==> src/rtl/freq_bcd_pkg.sv <==
// rtl/freq_bcd_pkg.sv - shared state type, default sizes and digit-count helper for freq_bcd_conv
package freq_bcd_pkg;

    typedef enum logic [1:0] {
        IDLE = 2'd0,
        CONV = 2'd1,
        DONE = 2'd2
    } state_t;

    localparam int DEF_WIDTH  = 16;
    localparam int DEF_DIGITS = 5;

    // ceil(w * log10(2)) using a fixed-point log10(2) of 0.30103
    function automatic int min_digits(input int w);
        return (w * 30103 + 99999) / 100000;
    endfunction

endpackage

==> src/rtl/bcd_add3.sv <==
// rtl/bcd_add3.sv - combinational conditional add-3 for one BCD digit
module bcd_add3 (
    input  logic [3:0] d,
    output logic [3:0] q
);

    // digits of 5 or more get 3 added so the following shift carries correctly
    always_comb begin
        q = d;
        if (d >= 4'd5) begin
            q = d + 4'd3;
        end
    end

endmodule

==> src/rtl/freq_bcd_conv.sv <==
// rtl/freq_bcd_conv.sv - sequential shift-add-3 binary to BCD converter (optional FREQ_BCD_AUTO_EN)
module freq_bcd_conv
    import freq_bcd_pkg::*;
#(
    parameter int WIDTH  = DEF_WIDTH,
    parameter int DIGITS = DEF_DIGITS
) (
    input  logic                  clk,
    input  logic                  reset_n,
    input  logic                  start,
    input  logic [WIDTH-1:0]      bin,
    output logic                  busy,
    output logic                  done,
    output logic [4*DIGITS-1:0]   bcd
);

    localparam int CW = $clog2(WIDTH + 1);
    localparam int SW = 4 * DIGITS;

    // too few digits would silently truncate the largest inputs
    if (DIGITS < min_digits(WIDTH)) begin : g_cfg_err
        $error("freq_bcd_conv: DIGITS too small for WIDTH");
    end

    state_t               state;
    state_t               state_nx;
    logic [WIDTH-1:0]     shift_q;
    logic [SW-1:0]        scratch;
    logic [SW-1:0]        adj;
    logic [SW+WIDTH-1:0]  shifted;
    logic [CW-1:0]        cnt;
    logic                 last_iter;
    logic                 go;

    for (genvar i = 0; i < DIGITS; i++) begin : g_add3
        bcd_add3 u_add3 (
            .d (scratch[4*i +: 4]),
            .q (adj[4*i +: 4])
        );
    end

    assign shifted   = {adj, shift_q} << 1;
    assign last_iter = (cnt == CW'(WIDTH - 1));

`ifdef FREQ_BCD_AUTO_EN
    logic [WIDTH-1:0] last_bin;
    logic             first;

    assign go = start | first | (bin != last_bin);

    // remember what was last converted; first forces one conversion after reset
    always_ff @(posedge clk or negedge reset_n) begin
        if (!reset_n) begin
            last_bin <= '0;
            first    <= 1'b1;
        end else if (state == IDLE && go) begin
            last_bin <= bin;
            first    <= 1'b0;
        end
    end
`else
    assign go = start;
`endif

    // state register
    always_ff @(posedge clk or negedge reset_n) begin
        if (!reset_n) begin
            state <= IDLE;
        end else begin
            state <= state_nx;
        end
    end

    // next-state logic; requests outside IDLE are simply dropped
    always_comb begin
        state_nx = state;
        case (state)
            IDLE:    if (go) state_nx = CONV;
            CONV:    if (last_iter) state_nx = DONE;
            DONE:    state_nx = IDLE;
            default: state_nx = IDLE;
        endcase
    end

    assign busy = (state == CONV);
    assign done = (state == DONE);

    // datapath: capture, iterate, and publish the result only when complete
    always_ff @(posedge clk or negedge reset_n) begin
        if (!reset_n) begin
            shift_q <= '0;
            scratch <= '0;
            cnt     <= '0;
            bcd     <= '0;
        end else begin
            case (state)
                IDLE: begin
                    if (go) begin
                        shift_q <= bin;
                        scratch <= '0;
                        cnt     <= '0;
                    end
                end
                CONV: begin
                    shift_q <= shifted[WIDTH-1:0];
                    scratch <= shifted[SW+WIDTH-1:WIDTH];
                    cnt     <= cnt + CW'(1);
                    if (last_iter) begin
                        bcd <= shifted[SW+WIDTH-1:WIDTH];
                    end
                end
                default: begin
                end
            endcase
        end
    end

endmodule
==> config.mk <==
export PLATFORM = sky130hd
export DESIGN_NAME = freq_bcd_conv
export DESIGN_NICKNAME = d
export VERILOG_FILES = /design/src/rtl/freq_bcd_pkg.sv /design/src/rtl/bcd_add3.sv /design/src/rtl/freq_bcd_conv.sv
export SDC_FILE = /design/constraint.sdc
export NUM_CORES = 1
export LEC_CHECK = 0
export ABC_AREA = 0
export ABC_CLOCK_PERIOD_IN_PS = 2700
export BUFFER_PORTS_ARGS = -buffer_cell sky130_fd_sc_hd__clkbuf_2
export CORE_AREA = 4 4 86 72
export CTS_CLUSTER_SIZE = 30
export DETAILED_ROUTE_END_ITERATION = 7
export DIE_AREA = 0 0 90 76
export PLACE_DENSITY = 0.8
export SLEW_MARGIN = 0
export SYNTH_ARGS = -nofsm -noshare
export SYNTH_HDL_FRONTEND = slang
export SYNTH_HIERARCHICAL = 1
export SYNTH_SLANG_ARGS = --single-unit
==> constraint.sdc <==
create_clock -name clk -period 2.7 [get_ports clk]
set_input_delay 0.405 -clock clk [delete_from_list [all_inputs] [get_ports clk]]
set_output_delay 0.405 -clock clk [all_outputs]
set_load 0.01 [all_outputs]
Yosys cells after proc, flatten, opt, wreduce, memory -nomap -nowiden
Cells that the tools add are included.

storage, ports and cells
  input port bits = 19
  output and inout port bits = 22
  register bits = 63

cells by class
  magnitude comparators = 5
  multiplexer cells = 14
  add/sub/neg operators = 6
  reduce and logical (&&, ||, !) cells = 5
  eq/ne operators = 5

operator list
  cell                                                 count
  one-hot mux 20 bit (2 select lines)                  1
  one-hot mux 16 bit (2 select lines)                  1
  >= comparator 4 x 3 -> 1 bit, second input constant  5
  two-way mux 20 bit                                   1
  adder 4 x 2 -> 4 bit, second input constant          4
  two-way mux 16 bit                                   1
  two-way mux 4 bit                                    4
  one-hot mux 5 bit (2 select lines)                   1
  AND reduction 2 bit                                  3
  adder 5 x 1 -> 5 bit, second input constant          1
  equality test 5 x 4 -> 1 bit, second input constant  1
  two-way mux 5 bit                                    1
  two-way mux 2 bit                                    2
  one-hot mux 2 bit (2 select lines)                   1
  adder 3 x 2 -> 3 bit, second input constant          1
  two-way mux 3 bit                                    1
  equality test 2 x 1 -> 1 bit, second input constant  1
  equality test 2 bit, second input constant           1
  zero test 2 bit                                      1
  != test 2 x 1 -> 1 bit, second input constant        1
  != test 2 bit, second input constant                 1
  nonzero test 2 bit                                   1

Logic depth before layout (Yosys ltp)
Gate-level depths: netlist (run 1).

  depth in word-level cells = 3
  mapped depth = 6

Hierarchy
Netlist (run 1), hierarchy kept.

modules (own cells, without submodules)
  module         cells each  area each (um^2)  sequential area each (um^2)  times used
  freq_bcd_conv  209         2690.1            1576.5                       1
  bcd_add3       16          101.3             0.0                          5

Worst setup path after synthesis (run 1)
OpenSTA, ideal clock, no wires.

  path kind = register to register
  start = register cnt[0]
  end = register bcd[19]
  path slack = 1.045 ns
  stages on the path, launching flop included = 7
  period minus slack after synthesis = 1.655 ns
  library setup time = 0.125 ns
  arrival time = 1.530 ns
  path through = dfrtp_1 > ha_1 > and3_1 > ha_1 > nand2_2 > buf_6 > mux2_4

on the way
  cells in the longest elaborated chain, start to end = 2

ends and longest elaborated chain
  item                           RTL line              source
  start: declaration             freq_bcd_conv.sv:31   logic [CW-1:0] cnt;
  start signal: assignment       freq_bcd_conv.sv:107  cnt <= cnt + CW'(1);
  equality test 5 x 4 -> 1 bit   freq_bcd_conv.sv:43   assign last_iter = (cnt == CW'(WIDTH - 1));
  AND reduction 2 bit (no line)  -
  end signal: assignment         freq_bcd_conv.sv:109  bcd <= shifted[SW+WIDTH-1:WIDTH];
  end: declaration               freq_bcd_conv.sv:14   output logic [4*DIGITS-1:0] bcd

No other way between the ends.
A chain may end at the register's enable or synchronous reset.

Worst setup path in the final report (run 1)
  start = register cnt[0]
  end = register bcd[0]

The elaborated chain is that of the path after synthesis.

==> run summary, run 1 <==
Drc violations = 0
CTS Hold Buffers Added = 0
Die area = 6840 µm²
Grt met1 use = 26.1%
Maximum vdd drop = 0.754 mV
Vias in the first global route = 2130
Top achievable clock speed = 484 MHz
Cts repair resizes = 0
Clock skew = 0.00741 ns
Power Density = 1270 nW/µm²
Largest net degree at the start of global routing = 39
Yosys warns = 6
CP peak stage delay = 0.42 ns
Drt initial violations = 128
Clock Path Buffers = 2
Cell Area, Placed = 3430 µm²
Htree depth = 3
Core area = 5320 µm²
Gr busiest metal = met2
Detailed-placement wirelength estimate = 4.29 mm
Final period util = 76.6%
Mapped Avg Cell Area = 11.1 µm²
Ant. Diodes = 0
Cell leakage power = 1.83 nW
Outcome = finished clean
Post-layout min period = 2.07 ns
Max transition margin = 60.5%
Mapped Cells = 285
TritonCTS clock tree = yes
Synth Net Count = 316
TNS Setup = 0 ns
Setup-failing EPs final = 0
Worst Setup Start Kind = flop
Met3 GRT Util = 7.11%
Die Span Y = 76 µm
First-pass GRT wire length = 10.3 mm
Crit Path Max Fanout = 12
TritonCTS Buffers = 9
CP endpoint kind = flop
Total setup buffers inserted after CTS = 0
DRT Pass-1 Iters = 4
IO Pins = 41
DIE WIDTH = 90 µm
Total power = 0.00457 W
Final count of pins violating max slew = 0
Routed wire length = 6.21 mm
GP Congestion = 0.749
Slowest CP cell = dfrtp_1
Grt ovf = 0
Initial antenna violation count = 0
Total track usage = 19.0%
RSZ-0062 raised after global routing = false
FILL cells = 407
Data arrival time of the worst path = 2.29 ns
CP Class = reg -> reg
Area delta synth->final = 13.7%
CTS clk-pin slew, worst paths = 0.06 ns
WL per Instance = 15.7 µm
Worst path most repeated cell = ha_1
Root Driver = clkbuf_8
Via count = 2243
Finished Cell Area = 3610 µm²
Row cnt = 24
Hold Path Class = in -> async
Reported max-cap violation count = 0
Synthesized cell area = 3180 µm²
Sink Count = 63
Starting Density = 59.8%
Clock Latency Late Sink = 0.34 ns
CP cell instances = ha_1, and3_1, ha_1, nand2_2, buf_12, mux2_2
Share of layout cells above drive strength 1 = 26.9%
Nets = 359
Via density per instance = 5.66
Port bufs = 40
Worst-Margin Slew = 0.593 ns
Met2 GRT Util = 28.0%
Antenna-violating nets left = 0
Crit path required time = 2.92 ns
Final hold violation count = 0
final timing paths:
check	from	to	slack, ns	depth (start not counted)
hold / removal	reset_n	scratch[13]	0.06	1
max in group asynchronous	reset_n	bcd[1]	1.91	2
setup reg to reg	cnt[0]	bcd[0]	0.63	6
hold reg to reg	cnt[3]	cnt[3]	0.50	1
setup / recovery	cnt[0]	bcd[0]	0.63	6
min in group clk	bin[3]	shift_q[3]	0.35	3
report_power, final:
group,leakage [nW],internal (W),switching (W)
logic,0.923,0.00105,0.00103
clock network,0.0946,0.000424,0.000332
registers,0.809,0.00138,0.000362
total,1.83,0.00285,0.00172
cells in the final DEF (no fill, tap or decap), drive strengths merged:
master,n
a22o,21
and3,1
clkbuf,54
ha,12
xnor2,5
nand2b,10
buf,7
o22ai,1
mux2,20
inv,15
and3b,1
nor3b,1
nor2,6
o21bai,1
a31oi,1
nor2b,15
nand2,25
and2b,2
a41oi,1
mux2i,6
nand3,1
a22oi,14
a21oi,21
o21ai,27
dfrtp,63
registers in the layout, indices dropped and copies added, names as in the netlist:
signal	cells
shift_q	16
bcd	20
scratch	20
cnt	5
state	2
routing by layer:
metal  part of all wire, %  wire length (µm)
met3                   5.3               327
met5                     0                 0
met2                    46              2850
met1                    48              2960
met4                   1.0                62
critical path: cells and delay by family (launching register included):
family	cells	cell delay, ns
muxes	1	0.33
and+or+nand+nor	2	0.55
DFF	1	0.42
adders and majority gates	2	0.44
buffers and inverters	1	0.21
metrics by stage:
step                worst slack [ns]  util, %  hold slack, ns  cells
floorplan                       1.04        -           0.109    285
global placement               0.692     64.5           0.424    382
detailed placement             0.647     64.5           0.430    382
CTS                            0.626     68.0          0.0605    396
global route                   0.543     68.0          0.0775    396
finish                         0.632     68.0          0.0629    396
cell type report:
| cell class | count | area (µm²) | share of cell area (%) |
|---|---|---|---|
| Inverter | 15 | 56.3 | 1.56 |
| Multi-Input combinational cell | 192 | 1450 | 40.2 |
| Sequential cell | 63 | 1580 | 43.6 |
| Tap cell | 65 | 81.3 | 2.25 |
| Timing Repair Buffer | 47 | 265 | 7.34 |
| Clock buffer | 14 | 183 | 5.06 |
(Power assumes the default switching activity.)
==> inputs of run 2 (changes only) <==
--- a/config.mk
+++ b/config.mk
@@ -6,13 +6,13 @@
 export NUM_CORES = 1
 export LEC_CHECK = 0
 export ABC_AREA = 0
-export ABC_CLOCK_PERIOD_IN_PS = 2700
+export ABC_CLOCK_PERIOD_IN_PS = 1750
 export BUFFER_PORTS_ARGS = -buffer_cell sky130_fd_sc_hd__clkbuf_2
-export CORE_AREA = 4 4 86 72
+export CORE_AREA = 4 4 93 78
 export CTS_CLUSTER_SIZE = 30
 export DETAILED_ROUTE_END_ITERATION = 7
-export DIE_AREA = 0 0 90 76
-export PLACE_DENSITY = 0.8
+export DIE_AREA = 0 0 97 82
+export PLACE_DENSITY = 0.72
 export SLEW_MARGIN = 0
 export SYNTH_ARGS = -nofsm -noshare
 export SYNTH_HDL_FRONTEND = slang
==> constraint.sdc (replaced) <==
create_clock -name clk -period 1.75 [get_ports clk]
set_input_delay 0.2625 -clock clk [delete_from_list [all_inputs] [get_ports clk]]
set_output_delay 0.2625 -clock clk [all_outputs]
set_load 0.01 [all_outputs]
==> run summary, run 2 (synthesized netlist as in run 1, its figures left out) <==
Via density per instance = 5.44 (-4.0%)
Detailed-placement wirelength estimate = 4.30 mm (+0.37%)
Finished Cell Area = 3800 µm² (+5.3%)
Sink Count = 63 (unchanged)
Row cnt = 26 (+8.3%)
Outcome = finished clean
CTS clk-pin slew, worst paths = 0.07 ns (about the same)
Biggest regs = bcd: 20 flops, scratch: 20 flops, shift_q: 16 flops
DIE WIDTH = 97 µm (+7.8%)
Power Density = 1930 nW/µm² (+52%)
CP Class = reg -> reg
Reported max-cap violation count = 0 (unchanged)
GP Congestion = 0.750 (+0.15%)
Most common cell after layout, fill and taps aside = dfrtp_1
Final period util = 95.5% (+19 points)
Grt ovf = 0 (unchanged)
Port bufs = 40 (unchanged)
CP peak stage delay = 0.39 ns (-0.03 ns)
Vias in the first global route = 2328 (+9.3%)
WL per Instance = 15.5 µm (-0.82%)
Most frequent cells in the layout = 63 x dfrtp_1, 40 x clkbuf_2, 24 x nand2_1
Clock skew = 0.0131 ns (+0.00567 ns)
Routed wire length = 6.64 mm (+6.9%)
Maximum vdd drop = 0.924 mV (+23%)
Post-layout min period = 1.67 ns (-0.397 ns)
Final hold violation count = 0 (unchanged)
TritonCTS clock tree = yes
Largest net degree at the start of global routing = 49 (+26%)
Worst-Margin Slew = 0.435 ns (-0.158 ns)
Drc violations = 0 (unchanged)
FILL cells = 514 (+26%)
Crit path required time = 1.97 ns (-0.95 ns)
Worst path most repeated cell = ha_2
Via count = 2323 (+3.6%)
DRT Pass-1 Iters = 4 (unchanged)
First-pass GRT wire length = 11.0 mm (+6.6%)
Area delta synth->final = 19.7%
Cell leakage power = 1.91 nW (+4.4%)
Crit Path Max Fanout = 5 (-7)
Ant. Diodes = 0 (unchanged)
Hold Path Class = in -> reg
TNS Setup = 0 ns (unchanged)
Root Driver = clkbuf_8
Total track usage = 17.5% (-1.5 points)
Slowest CP cell = dfrtp_1
Die area = 7950 µm² (+16%)
Share of layout cells above drive strength 1 = 30.0% (+3.1 points)
Reg2Reg Setup Slack = 0.08 ns (-0.55 ns)
Total setup buffers inserted after CTS = 0 (unchanged)
RSZ-0062 raised after global routing = false
Starting Density = 50.6% (-9.2 points)
Cell Area, Placed = 3530 µm² (+3.0%)
Antenna-violating nets left = 0 (unchanged)
Clock Latency Late Sink = 0.35 ns (about the same)
Data arrival time of the worst path = 1.89 ns (-0.40 ns)
IO Pins = 41 (unchanged)
CP endpoint kind = flop
CP cell instances = ha_2, and3_1, ha_2, nand2_4, buf_12, mux2_2
Die Span Y = 82 µm (+7.9%)
Worst Setup Start Kind = flop
Nets = 369 (+2.8%)
Htree depth = 3 (unchanged)
Drt initial violations = 93 (-27%)
Setup-failing EPs final = 0 (unchanged)
TritonCTS Buffers = 9 (unchanged)
Clock Path Buffers = 2 (unchanged)
Final count of pins violating max slew = 0 (unchanged)
Initial antenna violation count = 0 (unchanged)
Max transition margin = 71.0% (+11 points)
Core area = 6280 µm² (+18%)
Top achievable clock speed = 598 MHz (+24%)
[run 2: area by class of cell]
cell class                 count  area, µm²  share of cell area [%]
clock inverter                 6       60.1                    1.58
inverter                      15       56.3                    1.48
clock buffer                  10        138                    3.62
multi-input combinational    192       1460                    38.4
timing repair buffer          57        407                    10.7
tap                           84        105                    2.76
sequential                    63       1580                    41.4
[run 2: worst paths after layout]
check                           startpoint          to  depth (start not counted)
worst max-delay path                cnt[0]      bcd[0]                          6
worst min-delay path                bin[1]  shift_q[1]                          3
worst max register to register      cnt[0]      bcd[0]                          6
worst min register to register      cnt[3]      cnt[3]                          1
max in group asynchronous          reset_n    state[1]                          3
min in group asynchronous          reset_n      bcd[9]                          2
[run 2: routing by layer]
layer	vias up	GRT usage [%]	wire [µm]
li1	1108	-	-
met1	1160	23.4	3210
met2	46	26.4	3070
met3	9	5.94	290
met4	0	6.45	72
met5	-	0	0
[run 2: timing repair]
action                                 in CTS  in global routing
endpoints found under the hold margin      15                  0
hold buffers                                1                  0
setup endpoints to repair                   0                 19
gates resized for setup                     0                  4
[run 2: worst max-delay path, delay by kind of cell (launching register included)]
kind          cells  cell delay [ns]
fa+ha+maj         2             0.38
buf+inv           1             0.14
flops             1             0.39
mux               1             0.32
simple gates      2             0.32
[run 2: power by group]
group | leakage (nW) | switching [W] | internal [W]
combinational | 1.00 | 0.00164 | 0.00174
clock | 0.0981 | 0.000586 | 0.000688
sequential | 0.809 | 0.000553 | 0.00212
total | 1.91 | 0.00278 | 0.00455
[run 2: metrics by stage]
stage	utilization (%)	setup slack [ns]	cells	power [W]	hold WS, ns
2_1_floorplan	-	0.0947	285	0.00508	-0.0331
3_3_place_gp	56.3	0.0793	408	0.00589	0.221
3_5_place_dp	56.3	0.0442	408	0.00600	0.230
4_1_cts	59.6	0.0269	425	0.00731	0.187
5_1_grt	60.6	0.0162	427	0.00794	0.217
6_report	60.6	0.0789	427	0.00733	0.200
